**src/rtl/alu_bitserial_seq.sv**
```systemverilog
// Bit-serial ALU sequencer: drives one shared 1-bit ALU slice LSB-first,
// ripples the carry through a register, gathers the result word, then
// applies SLT post-processing and the zero flag.
module alu_bitserial_seq #(
  parameter int WIDTH = 32
) (
  input  logic             clk,
  input  logic             rst_n,
  input  logic             start,
  input  logic [WIDTH-1:0] dataA,
  input  logic [WIDTH-1:0] dataB,
  input  logic [5:0]       Signal,
  output logic             busy,
  output logic             done,
  output logic [WIDTH-1:0] dataOut,
  output logic             zero,
  output logic             slice_a,
  output logic             slice_b,
  output logic             slice_cin,
  output logic             slice_inv,
  output logic [5:0]       slice_signal,
  input  logic             slice_out,
  input  logic             slice_cout
);

  localparam int IW = (WIDTH > 1) ? $clog2(WIDTH) : 1;
  localparam logic [IW-1:0] IDX_LAST = IW'(WIDTH - 1);
  localparam logic [5:0] F_SUB = 6'd34;
  localparam logic [5:0] F_SLT = 6'd42;

  typedef enum logic [1:0] {IDLE, RUN, FIN} state_t;

  state_t           state, state_nx;
  logic [WIDTH-1:0] a_reg, b_reg, res_reg;
  logic [5:0]       op_reg;
  logic [IW-1:0]    idx;
  logic             inv_reg, carry_reg, cin_msb, sum_msb;
  logic             start_inv, less;
  logic [WIDTH-1:0] result_w;

  // SUB and SLT run the slice as a + ~b + 1
  assign start_inv = (Signal == F_SUB) || (Signal == F_SLT);

  // In FIN carry_reg holds the MSB carry-out, so overflow = cin_msb ^ carry_reg
  assign less     = sum_msb ^ (cin_msb ^ carry_reg);
  assign result_w = (op_reg == F_SLT) ? {{(WIDTH-1){1'b0}}, less} : res_reg;

  assign busy         = (state == RUN) || (state == FIN);
  assign slice_a      = (state == RUN) ? a_reg[idx] : 1'b0;
  assign slice_b      = (state == RUN) ? b_reg[idx] : 1'b0;
  assign slice_cin    = (state == RUN) ? carry_reg  : 1'b0;
  assign slice_inv    = inv_reg;
  assign slice_signal = op_reg;

  // State register
  always_ff @(posedge clk or negedge rst_n) begin
    if (!rst_n) state <= IDLE;
    else        state <= state_nx;
  end

  // Next-state logic: accept in IDLE, walk WIDTH bits, one finish cycle
  always_comb begin
    state_nx = state;
    case (state)
      IDLE:    if (start) state_nx = RUN;
      RUN:     if (idx == IDX_LAST) state_nx = FIN;
      FIN:     state_nx = IDLE;
      default: state_nx = IDLE;
    endcase
  end

  // Datapath: operand capture, bit walk, result publish
  always_ff @(posedge clk or negedge rst_n) begin
    if (!rst_n) begin
      a_reg     <= '0;
      b_reg     <= '0;
      res_reg   <= '0;
      op_reg    <= '0;
      idx       <= '0;
      inv_reg   <= 1'b0;
      carry_reg <= 1'b0;
      cin_msb   <= 1'b0;
      sum_msb   <= 1'b0;
      dataOut   <= '0;
      zero      <= 1'b0;
      done      <= 1'b0;
    end else begin
      done <= 1'b0;
      case (state)
        IDLE: if (start) begin
          a_reg     <= dataA;
          b_reg     <= dataB;
          op_reg    <= Signal;
          idx       <= '0;
          res_reg   <= '0;
          inv_reg   <= start_inv;
          carry_reg <= start_inv;
        end
        RUN: begin
          res_reg[idx] <= slice_out;
          carry_reg    <= slice_cout;
          if (idx == IDX_LAST) begin
            cin_msb <= carry_reg;
            // sign bit of a + (b ^ inv) + cin, independent of the slice's funct decode
            sum_msb <= a_reg[WIDTH-1] ^ b_reg[WIDTH-1] ^ inv_reg ^ carry_reg;
          end else begin
            idx <= idx + 1'b1;
          end
        end
        FIN: begin
          dataOut <= result_w;
          zero    <= (result_w == '0);
          done    <= 1'b1;
        end
        default: ;
      endcase
    end
  end

endmodule

```
**config.mk**
```make
export PLATFORM = sky130hd
export DESIGN_NAME = alu_bitserial_seq
export DESIGN_NICKNAME = d
export VERILOG_FILES = /design/src/rtl/alu_bitserial_seq.sv
export SDC_FILE = /design/constraint.sdc
export NUM_CORES = 1
export LEC_CHECK = 0
export ABC_CLOCK_PERIOD_IN_PS = 4400
export CAP_MARGIN = 20
export CORE_UTILIZATION = 50
export DETAILED_ROUTE_END_ITERATION = 7
export DONT_BUFFER_PORTS = 1
export SLEW_MARGIN = 10
export SYNTH_ARGS = -nofsm -noshare
export SYNTH_HDL_FRONTEND = slang
export SYNTH_SLANG_ARGS = --single-unit
export TNS_END_PERCENT = 5
```
**constraint.sdc**
```tcl
create_clock -name clk -period 4.4 [get_ports clk]
set_clock_uncertainty 0.2 [all_clocks]
set_input_delay 0.22 -clock clk [delete_from_list [all_inputs] [get_ports clk]]
set_output_delay 0.22 -clock clk [all_outputs]
set_load 0.005 [all_outputs]
```
## Word-level counts from Yosys, hierarchy flattened

Index checks and enable logic that the tools add are counted.

- Eq/ne operators: 9
- $lt $le $gt $ge: 2
- Multiplexer cells: 22
- Reduce and logical (&&, ||, !) cells: 11
- Add/sub/neg operators: 1
- Bitwise operators: 5

Operator list:

| cell | number |
|---|---|
| $mux 32 | 2 |
| $pmux 32 s2 | 1 |
| $bwmux 32 | 1 |
| $logic_not 32->1 | 1 |
| $eq 6x6->1 const B | 3 |
| $bmux 1 s5 | 2 |
| $mux 5 | 2 |
| $pmux 5 s2 | 1 |
| $mux 1 | 8 |
| $reduce_and 2->1 | 4 |
| $lt 5x6->1 const B | 1 |
| $add 5x1->5 const B | 1 |
| $demux 1 s5 | 1 |
| $eq 5x5->1 const B | 1 |
| $ge 5x1->1 const B | 1 |
| $xor 1x1->1 | 5 |
| $mux 2 | 2 |
| $ne 2x2->1 const B | 2 |
| $pmux 2 s2 | 1 |
| $reduce_and 3->1 | 1 |
| $eq 2x1->1 const B | 1 |
| $eq 2x2->1 const B | 1 |
| $logic_not 2->1 | 1 |
| $logic_or 1x1->1 | 2 |
| other kinds (4) | 4 |

- Output and inout bits: 45
- Logic and storage cells: 63
- Bits in registers: 147

## Depth between registers and ports, before layout

Gate-level depths: netlist of run 1.

- Depth in word-level cells: 6
- Depth in mapped cells: 10

## Worst setup path after synthesis of run 1

No wires, ideal clock.

- Kind: register to register
- Start: reg idx[0]
- End: reg idx[3]
- Data required time: 4079 ps
- Arrival: 2004 ps
- Library setup time: 121 ps
- Path slack: 2075 ps
- Clock period less this slack: 2325 ps
- Cell stages (with the launch flop): 11
- Cells stage by stage: dfrtp_1 ha_1 clkbuf_1 and3_1 ha_1 clkbuf_1 inv_1 and4_1 nand3_1 o21ai_0 a22o_1

- Word-level cells in the longest chain between the ends: 3
- Elaborated cells between the ends (all ways): 6
- Those cells by class: add/sub: 1; eq/ne: 2; mux: 2; reduce/logical: 1

RTL lines:

| item | line | text |
|---|---|---|
| start, declared | 36 | `logic [IW-1:0] idx;` |
| start signal, assigned | 107 | `idx <= idx + 1'b1;` |
| $add 5x1->5 / $eq 5x5->1 (equally long branches) | 107, 102 |  |
| $mux 5 / $ne 2x2->1 (equally long branches) | - |  |
| $pmux 5 s2 / $reduce_and 3->1 (equally long branches) | - |  |

Parallel ways exist; a longest one is shown, timed or not. The select of a mux whose other input is x is not followed.
A chain may end at the register's enable or synchronous reset.

## Worst setup path in the final report of run 1

- Start: reg idx[4]
- End: out slice_a

- Word-level cells in the longest chain between the ends: 3

RTL lines:

| item | line | text |
|---|---|---|
| $bmux 1 s5 | 49 | `assign slice_a = (state == RUN) ? a_reg[idx] : 1'b0;` |
| $mux 1 (not written as such) | 49 |  |
| $mux 1 | 49 |  |
| end, declared | 17 | `output logic slice_a,` |

Every way passes these cells. The select of a mux whose other input is x is not followed.

==> results of run 1 <==
## cell type report
| class | count | area share (%) |
|---|---|---|
| Sequential cell | 147 | 44.3 |
| Multi-Input combinational cell | 388 | 33.3 |
| Timing Repair Buffer | 80 | 9.86 |
| Clock buffer | 23 | 6.00 |
| Tap cell | 176 | 2.65 |
| Clock inverter | 9 | 2.08 |
| Inverter | 39 | 1.76 |
## worst min path at each step
| stage | slack [ns] | to | cells after the start |
|---|---|---|---|
| after floorplan | -0.28 | a_reg[0] | 0 |
| after global placement | -0.27 | dataOut[5] | 0 |
| after detailed placement | -0.27 | dataOut[5] | 0 |
| after CTS | 0.26 | a_reg[3] | 2 |
| after global routing | 0.27 | a_reg[0] | 2 |
| final | 0.28 | a_reg[0] | 2 |
## per-stage QoR
step | cell area (um^2) | std cells
final | 8300 | 862
after global routing | 8300 | 862
after CTS | 8280 | 861
after detailed placement | 6840 | 754
after global placement | 6840 | 754
after floorplan | 6780 | 618
## kinds of logic (layout without fill, tap and decap cells)
group                      count (synthesis)  in the layout
DFF                                      147            147
buffers and inverters                     83            151
muxes                                     98             98
adders and majority gates                  8              8
AOI/OAI and AO/OA                        175            175
xor gates and xnor gates                   5              5
and+or+nand+nor                          102            102
## layout by cell type (no fill, tap or decap), types with 6 or more instances in the layout
| master | count |
|---|---|
| a21oi_1 | 42 |
| and3_1 | 6 |
| clkbuf_16 | 17 |
| dfrtp_1 | 146 |
| dlygate4sd3_1 | 74 |
| ha_1 | 7 |
| inv_1 | 38 |
| mux2_2 | 72 |
| mux2i_1 | 23 |
| nand2_1 | 46 |
| nor2_1 | 9 |
| nor4_1 | 9 |
| o21ai_0 | 78 |
| o22ai_1 | 38 |
## layer usage
layer	GRT usage (%)	wire [um]
met1	30.4	6870
met2	40.3	8050
met3	6.18	843
met4	10.7	411
met5	0	0
## power breakdown
part | switching (mW) | total, mW | internal, mW
Clock | 0.549 | 1.63 | 1.08
Sequential | 0.313 | 2.07 | 1.76
Combinational | 0.818 | 1.56 | 0.746
## synthesized netlist by cell type (2+ instances only)
cell,instances
clkbuf_1,25
or3_1,2
a21oi_2,2
nor3_1,5
buf_2,14
nand3b_1,4
mux2_2,72
o22ai_1,38
inv_1,38
nor2_1,9
xnor2_1,5
nand3_1,5
mux2i_1,23
and3_1,6
a21oi_1,42
dfrtp_1,147
buf_4,2
nand4_1,3
a2111oi_0,2
nor2b_1,3
nand2b_1,3
buf_6,2
ha_1,8
o21ai_0,79
mux4_1,2
a311oi_1,2
nand2_1,47
nor4_1,9
a31oi_1,2
==> summary.md, run 1 <==
| Metric | Value |
|---|---|
| Unrepaired setup endpoints after global routing | false |
| Area leader, netlist | dfrtp_1 |
| Worst EP required | 3.98 ns |
| CP startpoint kind | flip-flop |
| First-pass GRT wire length | 26700 um |
| FP Rows | 42 |
| Sequential share of the synthesized area | 54.2% |
| YS warnings | 0 |
| Root Buffer | clkbuf_16 |
| Max Clk Rate | 0.322 GHz |
| CP max stage cell | nor3_1 |
| Largest net degree at the start of global routing | about 150 |
| # DRC | 0 |
| Outcome | complete, no violations |
| Post-Syn Area | 6780 um^2 |
| Post-CTS Setup Bufs | 0 |
| Via count | between 4000 and 5000 |
| Grt ovf | 0 |
| CP Depth | 5 |
| Die ar. | 14000 um^2 |
| Area taken by multi-input logic gates | 2760 um^2 |
| HP Class | in -> reg |
| Slowest cell delay on critical path | 0.87 ns |
| CP startpoint | idx[4] |
| Max Slew Vio Count | 0 |
| Synthesized instance count | around 600 |
| Iteration-0 DRC Markers | 399 |
| Mux cell area share after synthesis | roughly 16% |
| Crit path max fanout | 16 |
| DR WL/cell | 18.8 um |
| Clock transition at path regs | 0.06 ns |
| Number of global-route vias before repair | 5282 |
| Flop2flop setup slack | 1.51 ns |
| CTS Buffer Depth | 2 |
| Setup ws final | 1.30 ns |
| Die Span Y | 118 um |
| Initial Util | 51.2% |
| Share of layout cells above drive strength 1 | 17.3% |
| 1st-pass router iterations | 5 |
| Dominant synthesized flop cell | dfrtp_1 |
| CP endpoint kind | primary output |
| # port buffers | 0 |
| Fin Hold WS | 0.281 ns |
| Simple-gate area share of the yosys netlist | ~7.5% |
| Worst Path Arrival | 2.68 ns |
| Maximum VDD drop | around 0.00038 V |
| Post-synth top area share | 54.2% |
| Largest family of logic cells by synthesized area | multiplexers |
| Fill cells | 1109 |
| Static Leakage | 3.48 nW |
| ANT cells | 0 |
| PostCTS Resize Cnt | 0 |
| Cts hold-fix bufs | 75 |
| Synth Area in XOR/XNOR | 0.646% |
| Antenna viol nets, final | 0 |
| Initial antenna violation count | 0 |
| Core Area | 13200 um^2 |
| CP Class | reg -> out |
| Cell mode on critical path | a21oi_2 |
| Max_cap viols | 0 |
| Critical path endpoint | slice_a |
| CP Buf/Inv Count | 1 |
| Total negative slack | 0 ns |
| Post-synth EDFFs | 0 |
| Pre-CTS setup slack | about 1.6 ns |
| TritonCTS clock tree | done |
| R2r startpoint | idx[0] |
| Netlist cell types | 46 |
| Crit-path leading delay family | simple AND/OR/NAND/NOR gates |
| Gr usage total | 24.4% |
| Synth Area in Compound Gates | 14.5% |
| Die width | approximately 120 um |
| Fin crit period | 3.10 ns |
| Critical R2R Capture | idx[3] |
| Ys async rst share | between 90% and 100% |
| Adder-cell share of the synthesized area | 1.48% |
| PnR Total Power | 5.26 mW |
| Fin nets | roughly 760 |
| Top-level port count | 120 |
| Util after Layout | 62.7% |
| P&R area growth vs syn | 22.4% |
| Syn_area_per_cell | 11.0 um^2 |
| Clock Sinks | ~150 |
| Post-synthesis register bit count | 147 |
| H-Tree Depth | 4 |
| Min-delay src | dataA[0] |
| Synth area leaders | dfrtp_1, mux2_2, o21ai_0 |
| PwrDens | roughly 630 nW/um^2 |
| Vias per cell | 5.73 |
| Setup violators final | 0 |
| R2R depth | 8 |
| Sequential Area | 3680 um^2 |
| Max transition margin | roughly 30% |
| Fin. Hold Viols | 0 |
| Post-DP HPWL | 10000 um |
| Measured slew at the worst slew-check pin | 1.05 ns |
| Clk_lat worst skew | 0.42 ns |
| Critical path, cell by cell | inv_1, nor3_1, a21oi_2, a21oi_2, o21a_1 |
| Total Wirelength | 16200 um |
| GPL Wtd Cong | 0.840 |
| Fin crit share | 70.5% |
| Post-synthesis net count | 701 |
| TritonCTS buffer count | 17 |
Power figures use the tool's default switching activity.
==> run 2, diff against run 1 <==
--- a/config.mk
+++ b/config.mk
@@ -5,11 +5,12 @@
 export SDC_FILE = /design/constraint.sdc
 export NUM_CORES = 1
 export LEC_CHECK = 0
-export ABC_CLOCK_PERIOD_IN_PS = 4400
+export ABC_CLOCK_PERIOD_IN_PS = 2580
 export CAP_MARGIN = 20
 export CORE_UTILIZATION = 50
 export DETAILED_ROUTE_END_ITERATION = 7
 export DONT_BUFFER_PORTS = 1
+export PLACE_DENSITY = 0.68
 export SLEW_MARGIN = 10
 export SYNTH_ARGS = -nofsm -noshare
 export SYNTH_HDL_FRONTEND = slang
==> constraint.sdc (replaced) <==
create_clock -name clk -period 2.58 [get_ports clk]
set_clock_uncertainty 0.2 [all_clocks]
set_input_delay 0.129 -clock clk [delete_from_list [all_inputs] [get_ports clk]]
set_output_delay 0.129 -clock clk [all_outputs]
set_load 0.005 [all_outputs]
==> run 2 against run 1 <==
Net effect:
- the run now ends with hold timing left
- die area unchanged
- setup slack got worse by 1.2 ns
- sequential share of layout area down 0.38 points
- non-clock buffer count grew 8
- final cell count grew 0.81%
- register-to-register slack got worse by 1.0 ns
- critical path depth stayed put
- hold slack worse by 1.1 ns
- sequential cell count unchanged
- clock power is 72% higher
- critical endpoint unchanged
- largest power group unchanged
==> summary.md, run 2 (synthesis gave the netlist of run 1 again) <==
| Metric | Value |
|---|---|
| Outcome | finished, violations left |
| Failing checks | hold timing |
| Slowest cell delay on critical path | 0.54 ns |
| H-Tree Depth | 4 |
| Fin. Hold Viols | 147 |
| Fin crit share | 95.7% |
| Core Area | roughly 13000 um^2 |
| Fin crit period | 2.47 ns |
| Die Span Y | 118 um |
| Worst Path Arrival | 2.14 ns |
| GPL Wtd Cong | 0.870 |
| Antenna viol nets, final | 0 |
| CP startpoint kind | flip-flop |
| Max Slew Vio Count | 0 |
| Commonest non-fill, non-tap cell in the layout | dfrtp_1 |
| Die ar. | 14000 um^2 |
| DR WL/cell | roughly 19 um |
| Grt ovf | 0 |
| R2r startpoint | idx[0] |
| TritonCTS clock tree | done |
| Flop2flop setup slack | 0.48 ns |
| HP Class | in -> async |
| Share of layout cells above drive strength 1 | 19.2% |
| FP Rows | 42 |
| Clk_lat worst skew | 0.42 ns |
| CP Class | reg -> out |
| Top-level port count | 120 |
| Max Clk Rate | between 0.4 and 0.5 GHz |
| Root Buffer | clkbuf_16 |
| Maximum VDD drop | 0.000719 V |
| Clock Sinks | around 150 |
| ANT cells | 0 |
| Total negative slack | 0 ns |
| CP endpoint kind | primary output |
| Measured slew at the worst slew-check pin | 0.627 ns |
| Clock transition at path regs | 0.06 ns |
| Vias per cell | a little under 6 |
| Initial Util | between 50 and 60% |
| # port buffers | 0 |
| Static Leakage | 3.52 nW |
| Fin nets | 764 |
| Worst EP required | 2.25 ns |
| Cts hold-fix bufs | 73 |
| Max transition margin | 58.2% |
| Crit-path leading delay family | compound AO/OA/AOI/OAI gates |
| Unrepaired setup endpoints after global routing | false |
| Crit path max fanout | 11 |
| CTS Buffer Depth | 2 |
| Area taken by multi-input logic gates | 2780 um^2 |
| Gr usage total | 24.7% |
| Commonest cells after routing, fill and taps aside | dfrtp_1, o21ai_0, dlygate4sd3_1 |
| P&R area growth vs syn | 23.5% |
| PnR Total Power | 9.11 mW |
| Number of global-route vias before repair | 5226 |
| Via count | 5027 |
| Setup ws final | 0.111 ns |
| Largest net degree at the start of global routing | 148 |
| Initial antenna violation count | 0 |
| Max_cap viols | 0 |
| R2R depth | 5 |
| First-pass GRT wire length | around 27000 um |
| CP max stage cell | mux4_2 |
| Sequential Area | 3680 um^2 |
| Pre-CTS setup slack | 0.418 ns |
| Post-DP HPWL | about 10000 um |
| Util after Layout | around 63% |
| Fin Hold WS | -0.798 ns |
| Fill cells | 1067 |
| CP Buf/Inv Count | 1 |
| Setup violators final | 0 |
| Critical R2R Capture | res_reg[0] |
| # DRC | 0 |
| Iteration-0 DRC Markers | 361 |
| 1st-pass router iterations | 5 |
| PwrDens | 1090 nW/um^2 |
| TritonCTS buffer count | 17 |
| Die width | 118 um |
| Critical path, cell by cell | buf_4, mux4_2, a311oi_1, a21oi_1, o21a_1 |
| Total Wirelength | 16300 um |
[run 2: changes by cell type in the layout (fill, tap and decap cells not counted), sizes merged]
cell         change
buf              +9
clkbuf           -2
bufinv           +1
dlygate4sd3      -1
[run 2: stage by stage]
step	cells	area (um^2)	hold slack, ns
final	869	8380	-0.798
after global routing	869	8380	-0.816
after CTS	868	8350	-0.813
after detailed placement	764	6940	-0.362
after global placement	764	6940	-0.361
after floorplan	618	6780	-0.367
[run 2: per-layer routing]
metal | part of all wire (%) | GRT usage, % | vias to the layer above | wire length [um]
met5 | 0 | 0 | - | 0
met4 | 2.1 | 10.8 | 0 | 348
met3 | 5.2 | 6.13 | 29 | 843
met2 | 50 | 41.1 | 173 | 8160
met1 | 42 | 30.7 | 2482 | 6910
li1 | - | - | 2343 | -
[run 2: report_power, final]
part           switching [mW]  internal, mW
logic                    1.40          1.35
clock network           0.932          1.88
registers               0.535          3.00
[run 2: area by class of cell]
| class | count | share of cell area [%] |
|---|---|---|
| Sequential cell | 147 | 44.0 |
| Tap cell | 176 | 2.63 |
| Multi-Input combinational cell | 388 | 33.1 |
| Clock inverter | 10 | 2.42 |
| Clock buffer | 21 | 5.62 |
| Inverter | 39 | 1.75 |
| Timing Repair Buffer | 88 | 10.5 |
[run 2: what timing repair did]
item	in CTS	in global routing
buffers inserted	0	1
pin swaps	0	1
endpoints found under the hold margin	227	147
resized for setup	2	7
endpoints found under the setup margin	2	2
[run 2: worst max-delay path by stage]
stage	from	to	slack, ns	cells past startpoint
floorplan	idx[0]	idx[3]	0.25	10
CTS	idx[3]	slice_b	0.05	4
global route	idx[1]	slice_b	0.03	6
detailed placement	idx[2]	slice_a	0.42	5
finish	idx[0]	slice_a	0.11	5
global placement	idx[1]	slice_b	0.47	6
